File: config.mk
export PLATFORM = sky130hd
export DESIGN_NAME = ifu_fetch_q_flat
export DESIGN_NICKNAME = d
export VERILOG_FILES = /design/src/rtl/ifu_fetch_q_if.sv /design/src/rtl/ifu_fetch_q.sv /design/src/flat_wrapper.sv
export SDC_FILE = /design/constraint.sdc
export NUM_CORES = 1
export LEC_CHECK = 0
export BUFFER_PORTS_ARGS = -buffer_cell sky130_fd_sc_hd__buf_4
export CAP_MARGIN = 20
export CORE_MARGIN = 10
export CORE_UTILIZATION = 30
export CTS_CLUSTER_SIZE = 16
export DETAILED_ROUTE_END_ITERATION = 8
export PLACE_DENSITY_LB_ADDON = 0.25
export SYNTH_ARGS = -nofsm -noshare
export SYNTH_HDL_FRONTEND = slang
export SYNTH_SLANG_ARGS = --single-unit
File: constraint.sdc
create_clock -name clk -period 5 [get_ports clk]
set_input_delay 1 -clock clk [delete_from_list [all_inputs] [get_ports clk]]
set_output_delay 1 -clock clk [all_outputs]
set_load 0.01 [all_outputs]
File: src/rtl/ifu_fetch_q_if.sv
// Bus between the fetch queue, the instruction SRAM and the decode stage.
// master: the fetch queue itself; slave: the SRAM/pipeline environment.
interface ifu_fetch_q_if;
    logic [15:0] ins_a;     // SRAM byte address, word aligned
    logic        ins_e;     // SRAM read enable
    logic [31:0] ins;       // SRAM read data, one cycle after the enabling edge
    logic        redir_e;   // redirect pulse from the pipeline
    logic [15:0] redir_pc;  // redirect target
    logic        ifu_vld;   // buffer head valid
    logic        ifu_rdy;   // consumer accepts head
    logic [15:0] ifu_pc;    // PC of buffer head
    logic [31:0] ifu_ins;   // instruction word of buffer head

    modport master (
        output ins_a, ins_e, ifu_vld, ifu_pc, ifu_ins,
        input  ins, redir_e, redir_pc, ifu_rdy
    );

    modport slave (
        input  ins_a, ins_e, ifu_vld, ifu_pc, ifu_ins,
        output ins, redir_e, redir_pc, ifu_rdy
    );
endinterface

File: src/rtl/ifu_fetch_q.sv
// Instruction fetch queue: issues sequential SRAM reads, buffers the returned
// {pc, ins} pairs in a small FIFO, and flushes on pipeline redirects.
// One read may be outstanding; the SRAM returns data the cycle after issue.
module ifu_fetch_q #(
    parameter logic [15:0] RST_PC = 16'h0000,
    parameter int unsigned DEPTH  = 2
) (
    input logic           clk,
    input logic           rstn,
    ifu_fetch_q_if.master bus
);

    localparam int unsigned   PW   = (DEPTH > 2) ? 2 : 1;
    localparam int unsigned   CW   = 3;
    localparam logic [PW-1:0] LAST = PW'(DEPTH - 1);
    localparam logic [15:0]   RST_PC_A = RST_PC & 16'hFFFC;

    typedef struct packed {
        logic [15:0] pc;
        logic [31:0] ins;
    } entry_t;

    entry_t        mem_q [DEPTH];
    logic [PW-1:0] rd_ptr_q, rd_ptr_d;
    logic [PW-1:0] wr_ptr_q, wr_ptr_d;
    logic [CW-1:0] count_q, count_d;
    logic [15:0]   pc_q, pc_d;
    logic [15:0]   infl_pc_q, infl_pc_d;
    logic          inflight_q, inflight_d;

    logic          vld;
    logic          pop;
    logic          push;
    logic          issue;
    logic [CW-1:0] occ;

    function automatic logic [PW-1:0] next_ptr(input logic [PW-1:0] p);
        return (p == LAST) ? '0 : p + PW'(1);
    endfunction

    // Handshake decode: redirect masks the head, drops the returning word and blocks issue.
    always_comb begin
        vld   = (count_q != '0) && !bus.redir_e;
        pop   = vld && bus.ifu_rdy;
        push  = inflight_q && !bus.redir_e;
        // pop implies count_q >= 1, so this never underflows
        occ   = count_q + CW'(inflight_q) - CW'(pop);
        issue = !rstn && !bus.redir_e && (occ < CW'(DEPTH));
    end

    assign bus.ins_a   = pc_q;
    assign bus.ins_e   = issue;
    assign bus.ifu_vld = vld;
    assign bus.ifu_pc  = vld ? mem_q[rd_ptr_q].pc  : 16'h0000;
    assign bus.ifu_ins = vld ? mem_q[rd_ptr_q].ins : 32'h00000000;

    // Next-state logic for fetch PC, in-flight tracker and FIFO pointers.
    always_comb begin
        // NOTE: every variable gets a default here so no path can infer a latch.
        pc_d       = pc_q;
        infl_pc_d  = infl_pc_q;
        inflight_d = issue;
        rd_ptr_d   = rd_ptr_q;
        wr_ptr_d   = wr_ptr_q;
        count_d    = count_q;
        if (bus.redir_e) begin
            pc_d     = bus.redir_pc & 16'hFFFC;
            rd_ptr_d = '0;
            wr_ptr_d = '0;
            count_d  = '0;
        end else begin
            if (issue) begin
                pc_d      = pc_q + 16'd4;
                infl_pc_d = pc_q;
            end
            if (push) wr_ptr_d = next_ptr(wr_ptr_q);
            if (pop)  rd_ptr_d = next_ptr(rd_ptr_q);
            count_d = count_q + CW'(push) - CW'(pop);
        end
    end

    // Control state; rstn is active-high and asynchronous.
    always_ff @(posedge clk or posedge rstn) begin
        if (rstn) begin
            pc_q       <= RST_PC_A;
            infl_pc_q  <= 16'h0000;
            inflight_q <= 1'b0;
            rd_ptr_q   <= '0;
            wr_ptr_q   <= '0;
            count_q    <= '0;
        end else begin
            // NOTE: non-blocking assignments so every flop samples pre-edge values.
            pc_q       <= pc_d;
            infl_pc_q  <= infl_pc_d;
            inflight_q <= inflight_d;
            rd_ptr_q   <= rd_ptr_d;
            wr_ptr_q   <= wr_ptr_d;
            count_q    <= count_d;
        end
    end

    // FIFO storage: capture the returning word at the tail.
    always_ff @(posedge clk) begin
        // NOTE: storage is not reset; count_q alone decides which entries are live.
        if (push) mem_q[wr_ptr_q] <= {infl_pc_q, bus.ins};
    end

endmodule

File: src/flat_wrapper.sv
// flat-port wrapper written by rule: the top's interface ports become plain ports
module ifu_fetch_q_flat 
#(
    parameter logic [15:0] RST_PC = 16'h0000,
    parameter int unsigned DEPTH  = 2
)
  (clk, rstn, bus_ins_a, bus_ins_e, bus_ifu_vld, bus_ifu_pc, bus_ifu_ins, bus_ins, bus_redir_e, bus_redir_pc, bus_ifu_rdy);
  ifu_fetch_q_if bus_i ();
  input logic clk;
  input logic rstn;
  output wire logic [$bits(bus_i.ins_a)-1:0] bus_ins_a;
  output wire logic [$bits(bus_i.ins_e)-1:0] bus_ins_e;
  output wire logic [$bits(bus_i.ifu_vld)-1:0] bus_ifu_vld;
  output wire logic [$bits(bus_i.ifu_pc)-1:0] bus_ifu_pc;
  output wire logic [$bits(bus_i.ifu_ins)-1:0] bus_ifu_ins;
  input wire logic [$bits(bus_i.ins)-1:0] bus_ins;
  input wire logic [$bits(bus_i.redir_e)-1:0] bus_redir_e;
  input wire logic [$bits(bus_i.redir_pc)-1:0] bus_redir_pc;
  input wire logic [$bits(bus_i.ifu_rdy)-1:0] bus_ifu_rdy;
  assign bus_ins_a = bus_i.ins_a;
  assign bus_ins_e = bus_i.ins_e;
  assign bus_ifu_vld = bus_i.ifu_vld;
  assign bus_ifu_pc = bus_i.ifu_pc;
  assign bus_ifu_ins = bus_i.ifu_ins;
  assign bus_i.ins = bus_ins;
  assign bus_i.redir_e = bus_redir_e;
  assign bus_i.redir_pc = bus_redir_pc;
  assign bus_i.ifu_rdy = bus_ifu_rdy;
  ifu_fetch_q #(.RST_PC(RST_PC), .DEPTH(DEPTH)) u_core (.clk(clk), .rstn(rstn), .bus(bus_i));
endmodule
==> metrics.md, run 1 <==
| Metric | Value |
|---|---|
| Status | `complete, no violations` |
| Chip Height | `152 microns` |
| TritonCTS Buffers | `17` |
| Utilization after layout | `0.400` |
| Worst r2r path cells | `13` |
| Number of distinct library cells after synthesis | `40` |
| Crit start category | `input port` |
| Relative max-transition margin | `0.449` |
| Final number of hold-violating endpoints | `0` |
| Asr flop ratio synth | `0.270` |
| Setup CP Type | `in2out` |
| Total wirelength of the detailed-routed design | `12100 microns` |
| Number of placed instances with taps included | `694` |
| Number of standard cells in the layout, taps in and fillers out | `726` |
| Count of final max-slew check failures | `0` |
| Rows | `48` |
| Setup repair after global routing missed its margin | `false` |
| Pre-CTS worst setup slack | `0.692 ns` |
| P per Cell Area | `520 mW/mm^2` |
| Final #Nets | `545` |
| Shortest period the worst path allows | `4.32 ns` |
| Number of port buffers | `111` |
| Top-Level Pins | `118` |
| Number of fill cells | `1679` |
| Resize count post-CTS | `0` |
| # setup viols final | `0` |
| Via-per-instance ratio | `4.61` |
| TNS Setup | `0 ns` |
| Clock tree from TritonCTS | `built` |
| Launch instance of the worst register-to-register path | `u_core.count_q[1]` |
| Number of remaining DRC errors | `0` |
| Clock Path Buffers | `2` |
| Floorplan die width | `152 microns` |
| Antenna violations before repair | `0` |
| Number of H-tree levels | `4` |
| Maximum number of pins on one net before global-route repair | `49` |
| Maximum clock rate | `232 MHz` |
| Routed via count | `3349` |
| Routability cong. | `0.822` |
| Register share of total power | `0.415` |
| Share of synthesized area occupied by flip-flops and latches | `0.692` |
| ANT nets after route | `0` |
| Transition at the pin with the smallest max-transition slack | `0.827 ns` |
| Endpoint type of the worst setup path | `output port` |
| Prevailing post-synth register cell | `sky130_fd_sc_hd__edfxtp_1` |
| Peak VDD IR | `0.247 mV` |
| Clock network latency to the later pin of the worst-skew pair | `0.41 ns` |
| Reg clk slew, reported paths | `0.05 ns` |
| Number of warning messages in the yosys log | `0` |
| Max cap viols | `0` |
| Critical-path maximum fanout | `34` |
| Capture point of the worst reg-to-reg path | `u_core.bus.ins_a[11]` |
| Min-Delay Path Class | `reg2reg` |
| Area after detailed placement | `0.00629 sq mm` |
| Data required time at the worst endpoint | `4.00 ns` |
| Grt ovf | `0` |
| Vias in the first global route | `3561` |
| Post-Syn Area per Cell | `13.9 sq um` |
| First-pass iteration count of the detailed router | `4` |
| Number of diodes | `0` |
| Die area | `0.0231 sq mm` |
| Cell area after layout | `0.00687 sq mm` |
| Sw power | `0.00109 W` |
| Post-synthesis cell count | `375` |
| Wire length of the first global-routing pass | `19500 microns` |
| Quantity of hold-fixing buffers added after cts | `0` |
| Placeable core region | `0.0172 sq mm` |
| Detailed router's first-iteration violation count | `183` |
| Commonest cells after routing, fill and taps aside | `118 x sky130_fd_sc_hd__buf_4, 92 x sky130_fd_sc_hd__edfxtp_1, 53 x sky130_fd_sc_hd__nor2_1` |
| Clk pwr share | `0.323` |
| Leading cell type in the layout, fill and taps excluded | `sky130_fd_sc_hd__buf_4` |
| Post-CTS setup buffer count | `0` |
| CTS root buf | `sky130_fd_sc_hd__clkbuf_16` |
| Combinational Power Share | `0.262` |
| FF+latch count, synth | `126` |
| Number of enable flip-flop cells after synthesis | `92` |
| Leak | `2.68 nW` |
| Post-Syn Area | `0.00523 sq mm` |
| Fraction of layout cells with a size suffix above 1 | `0.329` |
| Worst reg2reg setup slack | `1.56 ns` |
| Layout Area Growth over Synthesis | `31.4%` |
| Worst clock skew | `0.00596 ns` |
| Post-route fraction of the period consumed by the critical path | `0.864` |
| Internal power | `0.00249 W` |
| Endpoint of the worst setup timing path | `bus_ins_e` |
| Clock sink count | `126` |
| Source of the critical timing path | `bus_redir_e` |
| Switching Share | `0.305` |
| Starting density of the core | `0.304` |
| GRT Util Overall | `0.106` |
| Setup slack after layout | `0.681 ns` |
| Routed len/inst | `16.7 microns` |
| Critical path arrival | `3.32 ns` |
| DP Wirelength | `8330 microns` |
[Yosys cell counts (all sizes together) (2+ instances only)]
cell	n	share of area
a221o	7	0.013
dfrtp	34	0.16
xnor2	5	0.0084
nand2	26	0.019
inv	12	0.0086
nor4	5	0.0060
nand4	3	0.0036
ha	3	0.0072
o21ai	4	0.0038
or2	2	0.0024
edfxtp	92	0.53
and2	2	0.0024
nor3b	2	0.0029
mux2i	46	0.088
fa	2	0.0077
nor2b	5	0.0060
a311oi	2	0.0034
a31oi	8	0.0096
clkbuf	13	0.0093
mux2	8	0.018
o311ai	2	0.0034
nor3	6	0.0057
nand3	7	0.0077
and3	3	0.0036
nor2	53	0.038
buf	14	0.015
[cell type report]
cell class                      count  area [sq um]  area share
Sequential cell                   126          3610       0.526
Timing Repair Buffer              118           886       0.129
Clock buffer                       21           503      0.0732
Multi-Input combinational cell    213          1460       0.213
Inverter                           12          45.0     0.00656
Clock inverter                     11          77.6      0.0113
Tap cell                          225           282      0.0410
[metal layers]
metal / vias up / global-route usage / routed length (microns)
met2: 127 / 0.157 / 5490
met5: - / 0 / 0
li1: 1591 / - / -
met4: 0 / 0.0403 / 133
met3: 10 / 0.0429 / 887
met1: 1621 / 0.135 / 5580
[per-stage QoR]
stage                     hold slack, ns  power (W)
after floorplan                    0.437    0.00206
after global placement             0.456    0.00244
after detailed placement           0.462    0.00246
final                              0.470    0.00357
after CTS                          0.475    0.00363
after global routing               0.496    0.00380
[power by group through the flow]
stage | Clock [W] | Combinational, W | Sequential, W
after floorplan | 0 | 0.000626 | 0.00143
after global routing | 0.00124 | 0.00104 | 0.00151
after CTS | 0.00118 | 0.000959 | 0.00149
final | 0.00115 | 0.000936 | 0.00148
after detailed placement | 0 | 0.000957 | 0.00151
after global placement | 0 | 0.000946 | 0.00150
[how the worst min path moves through the flow]
stage | startpoint | end | slack (ns) | cells past startpoint
2_1_floorplan | u_core.infl_pc_q[4] | u_core.mem_q[0][36] | 0.44 | 0
3_3_place_gp | u_core.infl_pc_q[10] | u_core.mem_q[0][42] | 0.46 | 0
3_5_place_dp | u_core.infl_pc_q[11] | u_core.mem_q[0][43] | 0.46 | 0
4_1_cts | u_core.infl_pc_q[11] | u_core.mem_q[0][43] | 0.47 | 0
5_1_grt | u_core.infl_pc_q[10] | u_core.mem_q[0][42] | 0.50 | 0
6_report | u_core.infl_pc_q[11] | u_core.mem_q[0][43] | 0.47 | 0
[cells by family after synthesis]
family                     share of synthesized area
AOI/OAI and AO/OA                             0.0431
xor gates and xnor gates                      0.0127
adders and majority gates                     0.0148
buffers and inverters                         0.0328
DFF                                            0.692
muxes                                          0.106
other                                       0.000718
and+or+nand+nor                               0.0982
[registers in the layout, indices dropped and copies added (netlist names)]
register,flops
u_core.mem_q,92
u_core.bus.ins_a,14
u_core.infl_pc_q,14
u_core.count_q,3
u_core.inflight_q,1
u_core.rd_ptr_q,1
u_core.wr_ptr_q,1
[worst max-delay path, cell delays in order]
cell and delay (ns):
sky130_fd_sc_hd__buf_4 0.22, sky130_fd_sc_hd__or2_2 0.34, sky130_fd_sc_hd__nor2_1 0.10, sky130_fd_sc_hd__ha_1 0.23, sky130_fd_sc_hd__inv_1 0.07, sky130_fd_sc_hd__nand2_1 0.06
sky130_fd_sc_hd__fa_1 0.37, sky130_fd_sc_hd__xnor3_1 0.53, sky130_fd_sc_hd__nand3_2 0.17, sky130_fd_sc_hd__inv_2 0.09, sky130_fd_sc_hd__buf_4 0.12
Power figures use the tool's default switching activity.
==> inputs of run 2 (changes only) <==
Settings changed: ABC_AREA from default to 1, SLEW_MARGIN from default to 20.
==> metrics.md, run 2 <==
| Metric | Value |
|---|---|
| Quantity of hold-fixing buffers added after cts | `0` |
| Resize count post-CTS | `0` |
| WHS Path Cells | `0` |
| First-pass iteration count of the detailed router | `4` |
| ANT nets after route | `0` |
| Post-Syn Area | `0.00533 sq mm` |
| Peak VDD IR | `0.264 mV` |
| Wire length of the first global-routing pass | `21100 microns` |
| Number of warning messages in the yosys log | `0` |
| Leading cell type in the layout, fill and taps excluded | `sky130_fd_sc_hd__nand2_1` |
| Total wirelength of the detailed-routed design | `13100 microns` |
| Final #Nets | `663` |
| Worst r2r path cells | `14` |
| Delay of the slowest cell on the worst path | `0.50 ns` |
| CTS root buf | `sky130_fd_sc_hd__clkbuf_16` |
| Source of the critical timing path | `bus_redir_e` |
| TNS Setup | `0 ns` |
| Grt ovf | `0` |
| Worst reg2reg setup slack | `2.15 ns` |
| Placeable core region | `0.0174 sq mm` |
| Data required time at the worst endpoint | `4.00 ns` |
| Number of H-tree levels | `4` |
| Number of standard cells in the layout, taps in and fillers out | `844` |
| Status | `complete, no violations` |
| Post-CTS setup buffer count | `0` |
| Worst min-delay path startpoint | `u_core.infl_pc_q[4]` |
| Transition at the pin with the smallest max-transition slack | `0.902 ns` |
| Prevailing post-synth register cell | `sky130_fd_sc_hd__edfxtp_1` |
| Starting density of the core | `0.307` |
| Post-synthesis cell count | `492` |
| Antenna violations before repair | `0` |
| Clock tree from TritonCTS | `built` |
| Worst clock skew | `0.00914 ns` |
| Routed via count | `3806` |
| # setup viols final | `0` |
| Launch instance of the worst register-to-register path | `u_core.count_q[1]` |
| P per Cell Area | `556 mW/mm^2` |
| Clock network latency to the later pin of the worst-skew pair | `0.41 ns` |
| Setup CP Type | `in2out` |
| Max reg flops | `92` |
| Asr flop ratio synth | `0.270` |
| Routed len/inst | `15.5 microns` |
| Setup repair after global routing missed its margin | `false` |
| Capture point of the worst reg-to-reg path | `u_core.bus.ins_a[3]` |
| Reg clk slew, reported paths | `0.05 ns` |
| Count of final max-slew check failures | `0` |
| Die area | `0.0235 sq mm` |
| Post-Syn Area per Cell | `10.8 sq um` |
| Shortest period the worst path allows | `3.82 ns` |
| Clock sink count | `126` |
| Maximum number of pins on one net before global-route repair | `49` |
| Register with the highest flop count | `u_core.mem_q` |
| Number of placed instances with taps included | `812` |
| Crit start category | `input port` |
| Top-Level Pins | `118` |
| Post-route fraction of the period consumed by the critical path | `0.765` |
| TritonCTS Buffers | `17` |
| Critical path, cell by cell | `buf_4, a31oi_4, nand2_1, inv_1, ha_1, inv_1, nand2_1, fa_1, nand3_2, nor2_4, buf_4` |
| Number of remaining DRC errors | `0` |
| Number of port buffers | `111` |
| Share of synthesized area occupied by flip-flops and latches | `0.678` |
| Endpoint type of the worst setup path | `output port` |
| Top cell type by total area after synthesis | `sky130_fd_sc_hd__edfxtp_1` |
| Routability cong. | `0.763` |
| DP Wirelength | `8670 microns` |
| Clock Path Buffers | `2` |
| Via-per-instance ratio | `4.51` |
| Chip Height | `153 microns` |
| Fraction of layout cells with a size suffix above 1 | `0.268` |
| Area share of the leading cell type in the synthesized netlist | `0.518` |
| Final number of hold-violating endpoints | `0` |
| Leak | `2.92 nW` |
| Max cap viols | `0` |
| Maximum clock rate | `262 MHz` |
| Rows | `48` |
| Layout Area Growth over Synthesis | `30.2%` |
| Commonest cells after routing, fill and taps aside | `170 x sky130_fd_sc_hd__nand2_1, 116 x sky130_fd_sc_hd__buf_4, 92 x sky130_fd_sc_hd__edfxtp_1` |
| Detailed router's first-iteration violation count | `161` |
| FF+latch count, synth | `126` |
| Critical-path maximum fanout | `21` |
| Critical path arrival | `2.82 ns` |
| Hold Crit Endpoint | `u_core.mem_q[0][36]` |
| Floorplan die width | `153 microns` |
| GRT Util Overall | `0.112` |
| Critical Path Slowest Stage Cell | `sky130_fd_sc_hd__fa_1` |
| Number of enable flip-flop cells after synthesis | `92` |
| Number of distinct library cells after synthesis | `29` |
| Dominant cell by count in the synthesized netlist | `sky130_fd_sc_hd__nand2_1` |
| Relative max-transition margin | `0.398` |
| Top cell types by occurrence after synthesis | `170 x sky130_fd_sc_hd__nand2_1, 92 x sky130_fd_sc_hd__edfxtp_1, 47 x sky130_fd_sc_hd__a21oi_1, 34 x sky130_fd_sc_hd__dfrtp_1, 34 x sky130_fd_sc_hd__nand3_1` |
| Area contributors post-synth | `sky130_fd_sc_hd__edfxtp_1 52%, sky130_fd_sc_hd__dfrtp_1 16%, sky130_fd_sc_hd__nand2_1 12%` |
| Number of diodes | `0` |
| Vias in the first global route | `4029` |
| Number of fill cells | `1705` |
| Min-Delay Path Class | `reg2reg` |
-- run 2: critical path: cells and delay by family --
family,cells,cell delay [ns]
buffers and inverters,4,0.47
and+or+nand+nor,4,0.44
AOI/OAI and AO/OA,1,0.19
adders and majority gates,2,0.72
-- run 2: worst max path at each step --
stage	slack, ns	to
after CTS	1.13	bus_ins_e
after global routing	1.02	bus_ins_e
after global placement	1.13	bus_ins_e
final	1.18	bus_ins_e
after detailed placement	1.15	bus_ins_e
after floorplan	1.26	u_core.mem_q[0][0]
-- run 2: where the power goes --
part           internal (W)  switching (W)
clock network      0.000688       0.000467
logic              0.000444       0.000762
registers           0.00135       0.000142
total               0.00248        0.00137
-- run 2: layout make-up --
type / count / area (sq um) / share of cell area
flip-flops and latches: 126 / 3610 / 0.521
multi-input cells: 313 / 1490 / 0.215
clock inverters: 15 / 138 / 0.0198
repair buffers: 116 / 871 / 0.125
inverters: 32 / 120 / 0.0173
clock buffers: 17 / 425 / 0.0613
well taps: 225 / 282 / 0.0406
-- run 2: metal layers --
metal  share of wire  vias to the layer above  GRT usage
met2            0.49                      105      0.183
met3           0.061                       13     0.0432
met1            0.44                     1798      0.132
met4           0.011                        0     0.0381
met5               0                        -          0
li1                -                     1890          -
-- run 2: through the flow --
step	power, W	util	instance area [sq um]	setup slack, ns	hold WS [ns]
3_5_place_dp	0.00275	0.367	6380	1.15	0.460
2_1_floorplan	0.00223	-	5340	1.26	0.442
6_report	0.00386	0.400	6940	1.18	0.468
5_1_grt	0.00413	0.400	6940	1.02	0.483
3_3_place_gp	0.00272	0.367	6380	1.13	0.453
4_1_cts	0.00393	0.400	6940	1.13	0.472
-- run 2: kinds of logic after synthesis --
| logic type | Yosys count | share of synthesized area |
|---|---|---|
| adders and majority gates | 5 | 0.0146 |
| DFF | 126 | 0.678 |
| AOI/OAI and AO/OA | 69 | 0.0697 |
| and+or+nand+nor | 233 | 0.186 |
| buffers and inverters | 56 | 0.0474 |
| xor gates and xnor gates | 2 | 0.00329 |
| other | 1 | 0.000704 |
